===== src/rtl/axi_defines.sv =====
// rtl/axi_defines.sv - shared AXI-Lite response/protection codes and request-master state encoding
package axi_defines;

    localparam logic [1:0] AXI_RESP_OKAY   = 2'b00;
    localparam logic [1:0] AXI_RESP_EXOKAY = 2'b01;
    localparam logic [1:0] AXI_RESP_SLVERR = 2'b10;
    localparam logic [1:0] AXI_RESP_DECERR = 2'b11;

    localparam logic [2:0] AXI_PROT_DEFAULT = 3'b000;

    typedef enum logic [2:0] {
        ST_IDLE,
        ST_WR,
        ST_WR_RESP,
        ST_RD_ADDR,
        ST_RD_DATA,
        ST_DONE,
        ST_HUNG
    } axil_req_state_t;

endpackage


===== src/rtl/axil_req_master.sv =====
// rtl/axil_req_master.sv - single-outstanding AXI4-Lite master driven by a simple valid/done request port
//
// Request side : addr/data_in/be/wr/rd/valid in; data_out/done/err out.
//                done pulses one cycle per completed (or failed) request; err and
//                data_out hold until the next done.
// AXI side     : m_axil_aw*/w*/b*/ar*/r* master channels, one transaction in flight.
// Timeout      : a request not completed within TIMEOUT-1 cycles of acceptance ends
//                with done+err and parks the block in HUNG until rst.
module axil_req_master
    import axi_defines::*;
#(
    parameter int ADDR_W  = 32,
    parameter int DATA_W  = 32,
    parameter int TIMEOUT = 64
) (
    input  logic              clk,
    input  logic              rst,

    input  logic [ADDR_W-1:0] addr,
    input  logic [DATA_W-1:0] data_in,
    input  logic [3:0]        be,
    input  logic              wr,
    input  logic              rd,
    input  logic              valid,
    output logic [DATA_W-1:0] data_out,
    output logic              done,
    output logic              err,

    output logic [ADDR_W-1:0] m_axil_awaddr,
    output logic [2:0]        m_axil_awprot,
    output logic              m_axil_awvalid,
    input  logic              m_axil_awready,
    output logic [DATA_W-1:0] m_axil_wdata,
    output logic [3:0]        m_axil_wstrb,
    output logic              m_axil_wvalid,
    input  logic              m_axil_wready,
    input  logic [1:0]        m_axil_bresp,
    input  logic              m_axil_bvalid,
    output logic              m_axil_bready,
    output logic [ADDR_W-1:0] m_axil_araddr,
    output logic [2:0]        m_axil_arprot,
    output logic              m_axil_arvalid,
    input  logic              m_axil_arready,
    input  logic [DATA_W-1:0] m_axil_rdata,
    input  logic [1:0]        m_axil_rresp,
    input  logic              m_axil_rvalid,
    output logic              m_axil_rready
);

    localparam int CNT_W = (TIMEOUT > 2) ? $clog2(TIMEOUT) : 1;

    axil_req_state_t   state_q, state_d;
    logic [CNT_W-1:0]  cnt_q, cnt_d;
    logic [ADDR_W-1:0] addr_q, addr_d;
    logic [DATA_W-1:0] wdata_q, wdata_d;
    logic [3:0]        wstrb_q, wstrb_d;
    logic              awvalid_q, awvalid_d;
    logic              wvalid_q, wvalid_d;
    logic              arvalid_q, arvalid_d;
    logic              bready_q, bready_d;
    logic              rready_q, rready_d;
    logic [DATA_W-1:0] rdata_q, rdata_d;
    logic              done_q, done_d;
    logic              err_q, err_d;

    logic              busy;
    logic              timeout_hit;

    // Word alignment drops the byte-lane bits of the request address.
    logic              unused_addr_lsb;
    assign unused_addr_lsb = ^addr[1:0];

    assign busy = (state_q == ST_WR) || (state_q == ST_WR_RESP) ||
                  (state_q == ST_RD_ADDR) || (state_q == ST_RD_DATA);

    // Counter is cleared on acceptance and bumped every busy cycle, so this edge
    // is the one on which it would reach TIMEOUT-1.
    assign timeout_hit = busy && (cnt_q == CNT_W'(TIMEOUT - 2));

    always_comb begin
        state_d   = state_q;
        cnt_d     = cnt_q;
        addr_d    = addr_q;
        wdata_d   = wdata_q;
        wstrb_d   = wstrb_q;
        awvalid_d = awvalid_q;
        wvalid_d  = wvalid_q;
        arvalid_d = arvalid_q;
        bready_d  = 1'b0;
        rready_d  = 1'b0;
        rdata_d   = rdata_q;
        done_d    = 1'b0;
        err_d     = err_q;

        if (busy) begin
            cnt_d = cnt_q + CNT_W'(1);
        end

        case (state_q)
            ST_IDLE: begin
                if (valid && (wr ^ rd)) begin
                    addr_d  = {addr[ADDR_W-1:2], 2'b00};
                    wdata_d = data_in;
                    wstrb_d = be;
                    cnt_d   = '0;
                    if (wr) begin
                        state_d   = ST_WR;
                        awvalid_d = 1'b1;
                        wvalid_d  = 1'b1;
                    end else begin
                        state_d   = ST_RD_ADDR;
                        arvalid_d = 1'b1;
                    end
                end else if (valid && wr && rd) begin
                    state_d = ST_DONE;
                    done_d  = 1'b1;
                    err_d   = 1'b1;
                end
            end

            ST_WR: begin
                // AW and W retire independently; whichever is still pending keeps its valid.
                awvalid_d = awvalid_q & ~m_axil_awready;
                wvalid_d  = wvalid_q & ~m_axil_wready;
                if (!awvalid_d && !wvalid_d) begin
                    state_d  = ST_WR_RESP;
                    bready_d = 1'b1;
                end else if (timeout_hit) begin
                    state_d = ST_HUNG;
                    done_d  = 1'b1;
                    err_d   = 1'b1;
                end
            end

            ST_WR_RESP: begin
                if (m_axil_bvalid) begin
                    state_d = ST_DONE;
                    done_d  = 1'b1;
                    err_d   = (m_axil_bresp != AXI_RESP_OKAY);
                end else if (timeout_hit) begin
                    state_d = ST_HUNG;
                    done_d  = 1'b1;
                    err_d   = 1'b1;
                end else begin
                    bready_d = 1'b1;
                end
            end

            ST_RD_ADDR: begin
                if (m_axil_arready) begin
                    state_d   = ST_RD_DATA;
                    arvalid_d = 1'b0;
                    rready_d  = 1'b1;
                end else if (timeout_hit) begin
                    state_d = ST_HUNG;
                    done_d  = 1'b1;
                    err_d   = 1'b1;
                end
            end

            ST_RD_DATA: begin
                if (m_axil_rvalid) begin
                    // Data is kept even on an error response so software can inspect it.
                    state_d = ST_DONE;
                    rdata_d = m_axil_rdata;
                    done_d  = 1'b1;
                    err_d   = (m_axil_rresp != AXI_RESP_OKAY);
                end else if (timeout_hit) begin
                    state_d = ST_HUNG;
                    done_d  = 1'b1;
                    err_d   = 1'b1;
                end else begin
                    rready_d = 1'b1;
                end
            end

            ST_DONE: begin
                // Guard cycle: request inputs are deliberately not looked at here.
                state_d = ST_IDLE;
            end

            ST_HUNG: begin
                // A valid may not be withdrawn before its handshake, even when hung.
                awvalid_d = awvalid_q & ~m_axil_awready;
                wvalid_d  = wvalid_q & ~m_axil_wready;
                arvalid_d = arvalid_q & ~m_axil_arready;
            end

            default: begin
                state_d = ST_IDLE;
            end
        endcase
    end

    always_ff @(posedge clk or posedge rst) begin
        if (rst) begin
            state_q   <= ST_IDLE;
            cnt_q     <= '0;
            addr_q    <= '0;
            wdata_q   <= '0;
            wstrb_q   <= '0;
            awvalid_q <= 1'b0;
            wvalid_q  <= 1'b0;
            arvalid_q <= 1'b0;
            bready_q  <= 1'b0;
            rready_q  <= 1'b0;
            rdata_q   <= '0;
            done_q    <= 1'b0;
            err_q     <= 1'b0;
        end else begin
            state_q   <= state_d;
            cnt_q     <= cnt_d;
            addr_q    <= addr_d;
            wdata_q   <= wdata_d;
            wstrb_q   <= wstrb_d;
            awvalid_q <= awvalid_d;
            wvalid_q  <= wvalid_d;
            arvalid_q <= arvalid_d;
            bready_q  <= bready_d;
            rready_q  <= rready_d;
            rdata_q   <= rdata_d;
            done_q    <= done_d;
            err_q     <= err_d;
        end
    end

    assign data_out       = rdata_q;
    assign done           = done_q;
    assign err            = err_q;

    assign m_axil_awaddr  = addr_q;
    assign m_axil_awprot  = AXI_PROT_DEFAULT;
    assign m_axil_awvalid = awvalid_q;
    assign m_axil_wdata   = wdata_q;
    assign m_axil_wstrb   = wstrb_q;
    assign m_axil_wvalid  = wvalid_q;
    assign m_axil_bready  = bready_q;
    assign m_axil_araddr  = addr_q;
    assign m_axil_arprot  = AXI_PROT_DEFAULT;
    assign m_axil_arvalid = arvalid_q;
    assign m_axil_rready  = rready_q;

endmodule


===== config.mk =====
export PLATFORM = sky130hd
export DESIGN_NAME = axil_req_master
export DESIGN_NICKNAME = d
export VERILOG_FILES = /design/src/rtl/axi_defines.sv /design/src/rtl/axil_req_master.sv
export SDC_FILE = /design/constraint.sdc
export NUM_CORES = 1
export LEC_CHECK = 0
export BUFFER_PORTS_ARGS = -buffer_cell sky130_fd_sc_hd__buf_2
export CORE_MARGIN = 2
export CORE_UTILIZATION = 50
export CTS_CLUSTER_DIAMETER = 80
export DETAILED_ROUTE_END_ITERATION = 16
export GPL_TIMING_DRIVEN = 0
export PLACE_DENSITY = 0.88
export SYNTH_ARGS = -nofsm -noshare
export SYNTH_HDL_FRONTEND = slang
export SYNTH_SLANG_ARGS = --single-unit

===== constraint.sdc =====
create_clock -name clk -period 7.4 [get_ports clk]
set_input_delay 0.37 -clock clk [delete_from_list [all_inputs] [get_ports clk]]
set_output_delay 0.37 -clock clk [all_outputs]
set_load 0.01 [all_outputs]

Yosys cells after proc, flatten, opt, wreduce, memory -nomap -nowiden
Index checks and enable logic that the tools add are counted.
{"block": "totals", "input_bits": 114, "reg_bits": 114}
{"block": "classes", "n_bitwise": 8, "n_eq_ne": 15, "addsub": 1, "reduce_logical": 23, "n_mux": 43}
{"op": "$mux 1", "n": 24}
{"op": "$mux 3", "n": 7}
{"op": "$mux 6", "n": 3}
{"op": "$pmux 3 s6", "n": 1}
{"op": "$ne 2x2->1 const B", "n": 8}
{"op": "$pmux 1 s5", "n": 2}
{"op": "$pmux 1 s2", "n": 4}
{"op": "$add 6x1->6 const B", "n": 1}
{"op": "$eq 3x2->1 const B", "n": 2}
{"op": "$eq 3x3->1 const B", "n": 2}
{"op": "$eq 6x6->1 const B", "n": 1}
{"op": "$reduce_and 2->1", "n": 3}
{"op": "$reduce_bool 2->1", "n": 3}
{"op": "$logic_and 1x1->1", "n": 5}
{"op": "$reduce_and 5->1", "n": 1}
{"op": "$reduce_bool 5->1", "n": 1}
{"op": "$not 1->1", "n": 4}
{"op": "$reduce_and 4->1", "n": 1}
{"op": "$and 1x1->1", "n": 3}
{"op": "$eq 3x1->1 const B", "n": 1}
{"op": "$logic_not 3->1", "n": 1}
{"op": "$logic_or 1x1->1", "n": 3}
{"op": "$ne 3x3->1 const B", "n": 1}
{"op": "$pmux 1 s3", "n": 1}
{"op": "other kinds (6)", "n": 7}

Depth between registers and ports, before layout
{"block": "logic_depth", "word_depth": 8, "mapped_depth": 7}

Worst setup path before layout
OpenSTA, ideal clock, no wires.
{"block": "synth_path", "path_type": "flip-flop to flip-flop", "from": "register state_q[2]", "to": "register addr_q[10], in the netlist m_axil_araddr[10]", "synth_period_minus_slack_ps": 1612, "path_stages_with_launch": 7, "path_slack_ps": 5788, "setup_ps": 125, "arrival_ps": 1487, "required_time_ps": 7275, "cell_sequence": "dfrtp_1 buf_2 nor3_4 and3_4 buf_12 buf_12 mux2_4"}
{"block": "synth_via", "elab_chain_cells": 2}
{"item": "start: declaration", "line": "axil_req_master.sv:52", "source": "axil_req_state_t state_q, state_d;"}
{"item": "start signal: assignment", "line": "axil_req_master.sv:211", "source": "state_q <= state_d;"}
{"item": "$logic_not 3->1", "line": "axil_req_master.sv:99", "source": "case (state_q)"}
{"item": "$reduce_and 2->1 (no source line)"}
{"item": "end signal: assignment", "line": "axil_req_master.sv:213", "source": "addr_q <= addr_d;"}
{"item": "end: declaration", "line": "axil_req_master.sv:54", "source": "logic [ADDR_W-1:0] addr_q, addr_d;"}
No other way between the ends.
A chain may end at the register's enable or synchronous reset.

Worst setup path in the final report
{"block": "layout_path", "from": "register state_q[0]", "to": "register rdata_q[9], in the netlist data_out[9]"}
{"block": "layout_via", "elab_chain_cells": 2}
{"item": "$eq 3x3->1", "line": "axil_req_master.sv:99"}
{"item": "$reduce_and 2->1 (no source line)"}
{"item": "end signal: assignment", "line": "axil_req_master.sv:221", "source": "rdata_q <= rdata_d;"}
{"item": "end: declaration", "line": "axil_req_master.sv:62", "source": "logic [DATA_W-1:0] rdata_q, rdata_d;"}
No other way between the ends.

==> flow_summary.toml <==
[grt]
grt_start_max_net_pins = 62
grt_overflow_total = 0
grt_pass1_wl_um = 20700
grt_pass1_vias = 4092
antenna_found_initial = 0
grt.total_usage_pct = 23.7

[placed_design]
dp_hpwl_um = 9830
port_buffers = 245
place_congestion = 0.894
place_ws_ns = 5.63

[cells_and_area]
antenna_cells = 0
final_common_cell = "buf_2"
drive_above_1_share_pct = 65.1
final.fill_count = 734
nets = 759
finish.utilization_pct = 70.7
syn_to_final_growth_pct = 38.2
layout_common_cells = "buf_2, dfrtp_1, mux2_4"

[clock_network]
htree_levels = 4
cts.hold.buffers_added = 1
postCtsSetupBuffers = 0
cts_tree = "yes"
clock-root-buffer = "clkbuf_8"
clock-sinks = 114
clockBufferDepth = 2
cts_buffers = 17
clk_pin_slew_ns = 0.06
post_cts_resized = 0
clock_latency_ns = 0.51

[sta]
final_max_slew_viol_count = 0
min_period_ns = 1.80
tightest_slew_ns = 0.684
timing.fmax_mhz = 555
post-route-period-util_pct = 24.3
finalSetupTns_ns = 0
final-hold-violation-count = 0
rsz0062_at_grt = "no"
finalSetupViolations = 0
fin_ws_ns = 5.60
hold_ws_ns = 0.0472
final.setup_skew_ns = 0.00959
slew_headroom_pct = 54.4

[setup_path]
cp.required_ns = 7.78
path_delay_family = "simple AND/OR/NAND/NOR gates"
cp_common_cell = "buf_6"
startpoint = "state_q[0]$_DFFE_PP0P_"
critPathKind = "reg2reg"
critPathCaptureType = "flip-flop"
cpPeakStageDelay_ns = 0.41
arrival_ns = 2.18
path_buf_inv = 3
cp_max_fo = 10
cp-start-kind = "flip-flop"
timing.rr.start = "state_q[0]$_DFFE_PP0P_"
critical-path-slowest-cell = "dfrtp_1"
crit_chain = "buf_6 > nor2_2 > and3_1 > buf_6 > buf_6 > mux2_2"

[routing]
drt_iter0_markers = 166
drtAntennaViolNets = 0
vias = 3953
wl_um = 13300
vias_per_cell = 5.01
drc = 0
routedWlPerCell_um = 16.9
dr.pass1.iters = 4

[floorplanning]
ios = 259
die_w_um = 107
coreArea_um2 = 10300
die_area_um2 = 11400
die_h_um = 107
initial_core_util_pct = 51.2
rows = 37

[synthesis]
synth_area_per_cell_um2 = 14.3
synth_area_leaders = "dfrtp_1, mux2_4, mux2_2"
synthCells = 368
synth_edf_count = 0
synthesis.area_um2 = 5260
synth_cell_types = 46
ys_warn_count = 0
netlist.area_leader.share_pct = 54.2
seq_area_frac_synth_pct = 54.2
ys_seq_elements = 114
synth_ff_type = "dfrtp_1"
async_flop_share_pct = 100
synth_top_area_cell = "dfrtp_1"

[outcome]
status = "finished, final reports clean"

[power_and_ir_drop]
power_density_nw_per_um2 = 469
vdd_drop_max_mv = 0.220
p_leak_nw = 3.79

[worst_hold_path]
min_from = "m_axil_awready"
hold_class = "in2reg"

[flow_run]
drv_cap = 0
[area by class of cell]
class	instances	area, µm²	share of cell area [%]
Buffer	58	518	7.12
Clock buffer	22	453	6.23
Clock inverter	7	85.1	1.17
Inverter	8	32.5	0.447
Multi-Input combinational cell	197	1900	26.1
Sequential cell	114	2850	39.2
Tap cell	136	170	2.34
Timing Repair Buffer	247	1260	17.4
[worst paths after layout]
kind / slack (ns) / cells after the start / to
max in group asynchronous: 6.11 / 4 / data_out[4]$_DFFE_PP0P_
min: 0.05 / 2 / m_axil_awvalid$_DFFE_PP0P_
min in group asynchronous: 0.53 / 3 / m_axil_araddr[8]$_DFFE_PP0P_
max reg2reg: 5.60 / 6 / data_out[9]$_DFFE_PP0P_
max: 5.60 / 6 / data_out[9]$_DFFE_PP0P_
min reg2reg: 0.48 / 1 / data_out[31]$_DFFE_PP0P_
[synthesized netlist by cell type, types with 3 or more instances]
master,n
buf_4,41
and3_1,7
o21ai_0,7
o22ai_1,3
nand2_1,8
inv_1,8
nor2_1,14
buf_12,6
mux2_4,52
dfrtp_1,114
mux2_1,6
buf_6,6
a21oi_1,9
mux2_2,40
xor2_1,6
nand3_1,3
[state kept, by name (all words and copies together) (netlist names)]
signal / cells
done: 1
m_axil_arvalid: 1
state_q: 3
err: 1
m_axil_bready: 1
m_axil_wstrb: 4
m_axil_wdata: 32
data_out: 32
m_axil_awvalid: 1
m_axil_rready: 1
cnt_q: 6
m_axil_wvalid: 1
m_axil_araddr: 30
[worst reg2reg max path, stage by stage, from the launching register on]
cell and delay [ns]:
dfrtp_1 0.41, buf_6 0.16, nor2_2 0.24, and3_1 0.21
buf_6 0.13, buf_6 0.15, mux2_2 0.36
[routing by layer]
| layer | wire length (µm) | global-route usage [%] | up-vias |
|---|---|---|---|
| li1 | - | - | 1790 |
| met1 | 4840 | 26.9 | 1943 |
| met2 | 7200 | 42.2 | 187 |
| met3 | 875 | 6.20 | 33 |
| met4 | 401 | 10.0 | 0 |
| met5 | 0 | 0 | - |
[kinds of logic after synthesis]
logic type | Yosys count | share of synthesized area [%]
DFF | 114 | 54.2
muxes | 98 | 24.7
buffers and inverters | 66 | 10.4
and+or+nand+nor | 43 | 4.28
AOI/OAI and AO/OA | 37 | 4.71
xor gates and xnor gates | 7 | 1.17
adders and majority gates | 2 | 0.475
other | 1 | 0.0713
[power breakdown]
part	total, mW	leakage [nW]	internal, mW	switching, mW
Combinational	1.52	2.15	0.826	0.689
Clock	0.753	0.270	0.487	0.266
Sequential	1.14	1.37	0.943	0.202
Total	3.41	3.79	2.26	1.16
[per-stage QoR]
stage / instances / cell area, µm² / total power [mW]
final: 789 / 7270 / 3.41
after global routing: 789 / 7270 / 3.60
after CTS: 789 / 7270 / 3.44
after detailed placement: 759 / 6720 / 2.66
after global placement: 758 / 6690 / 2.60
after floorplan: 377 / 5300 / 2.09
No activity file was read; power rests on OpenSTA's default activity.
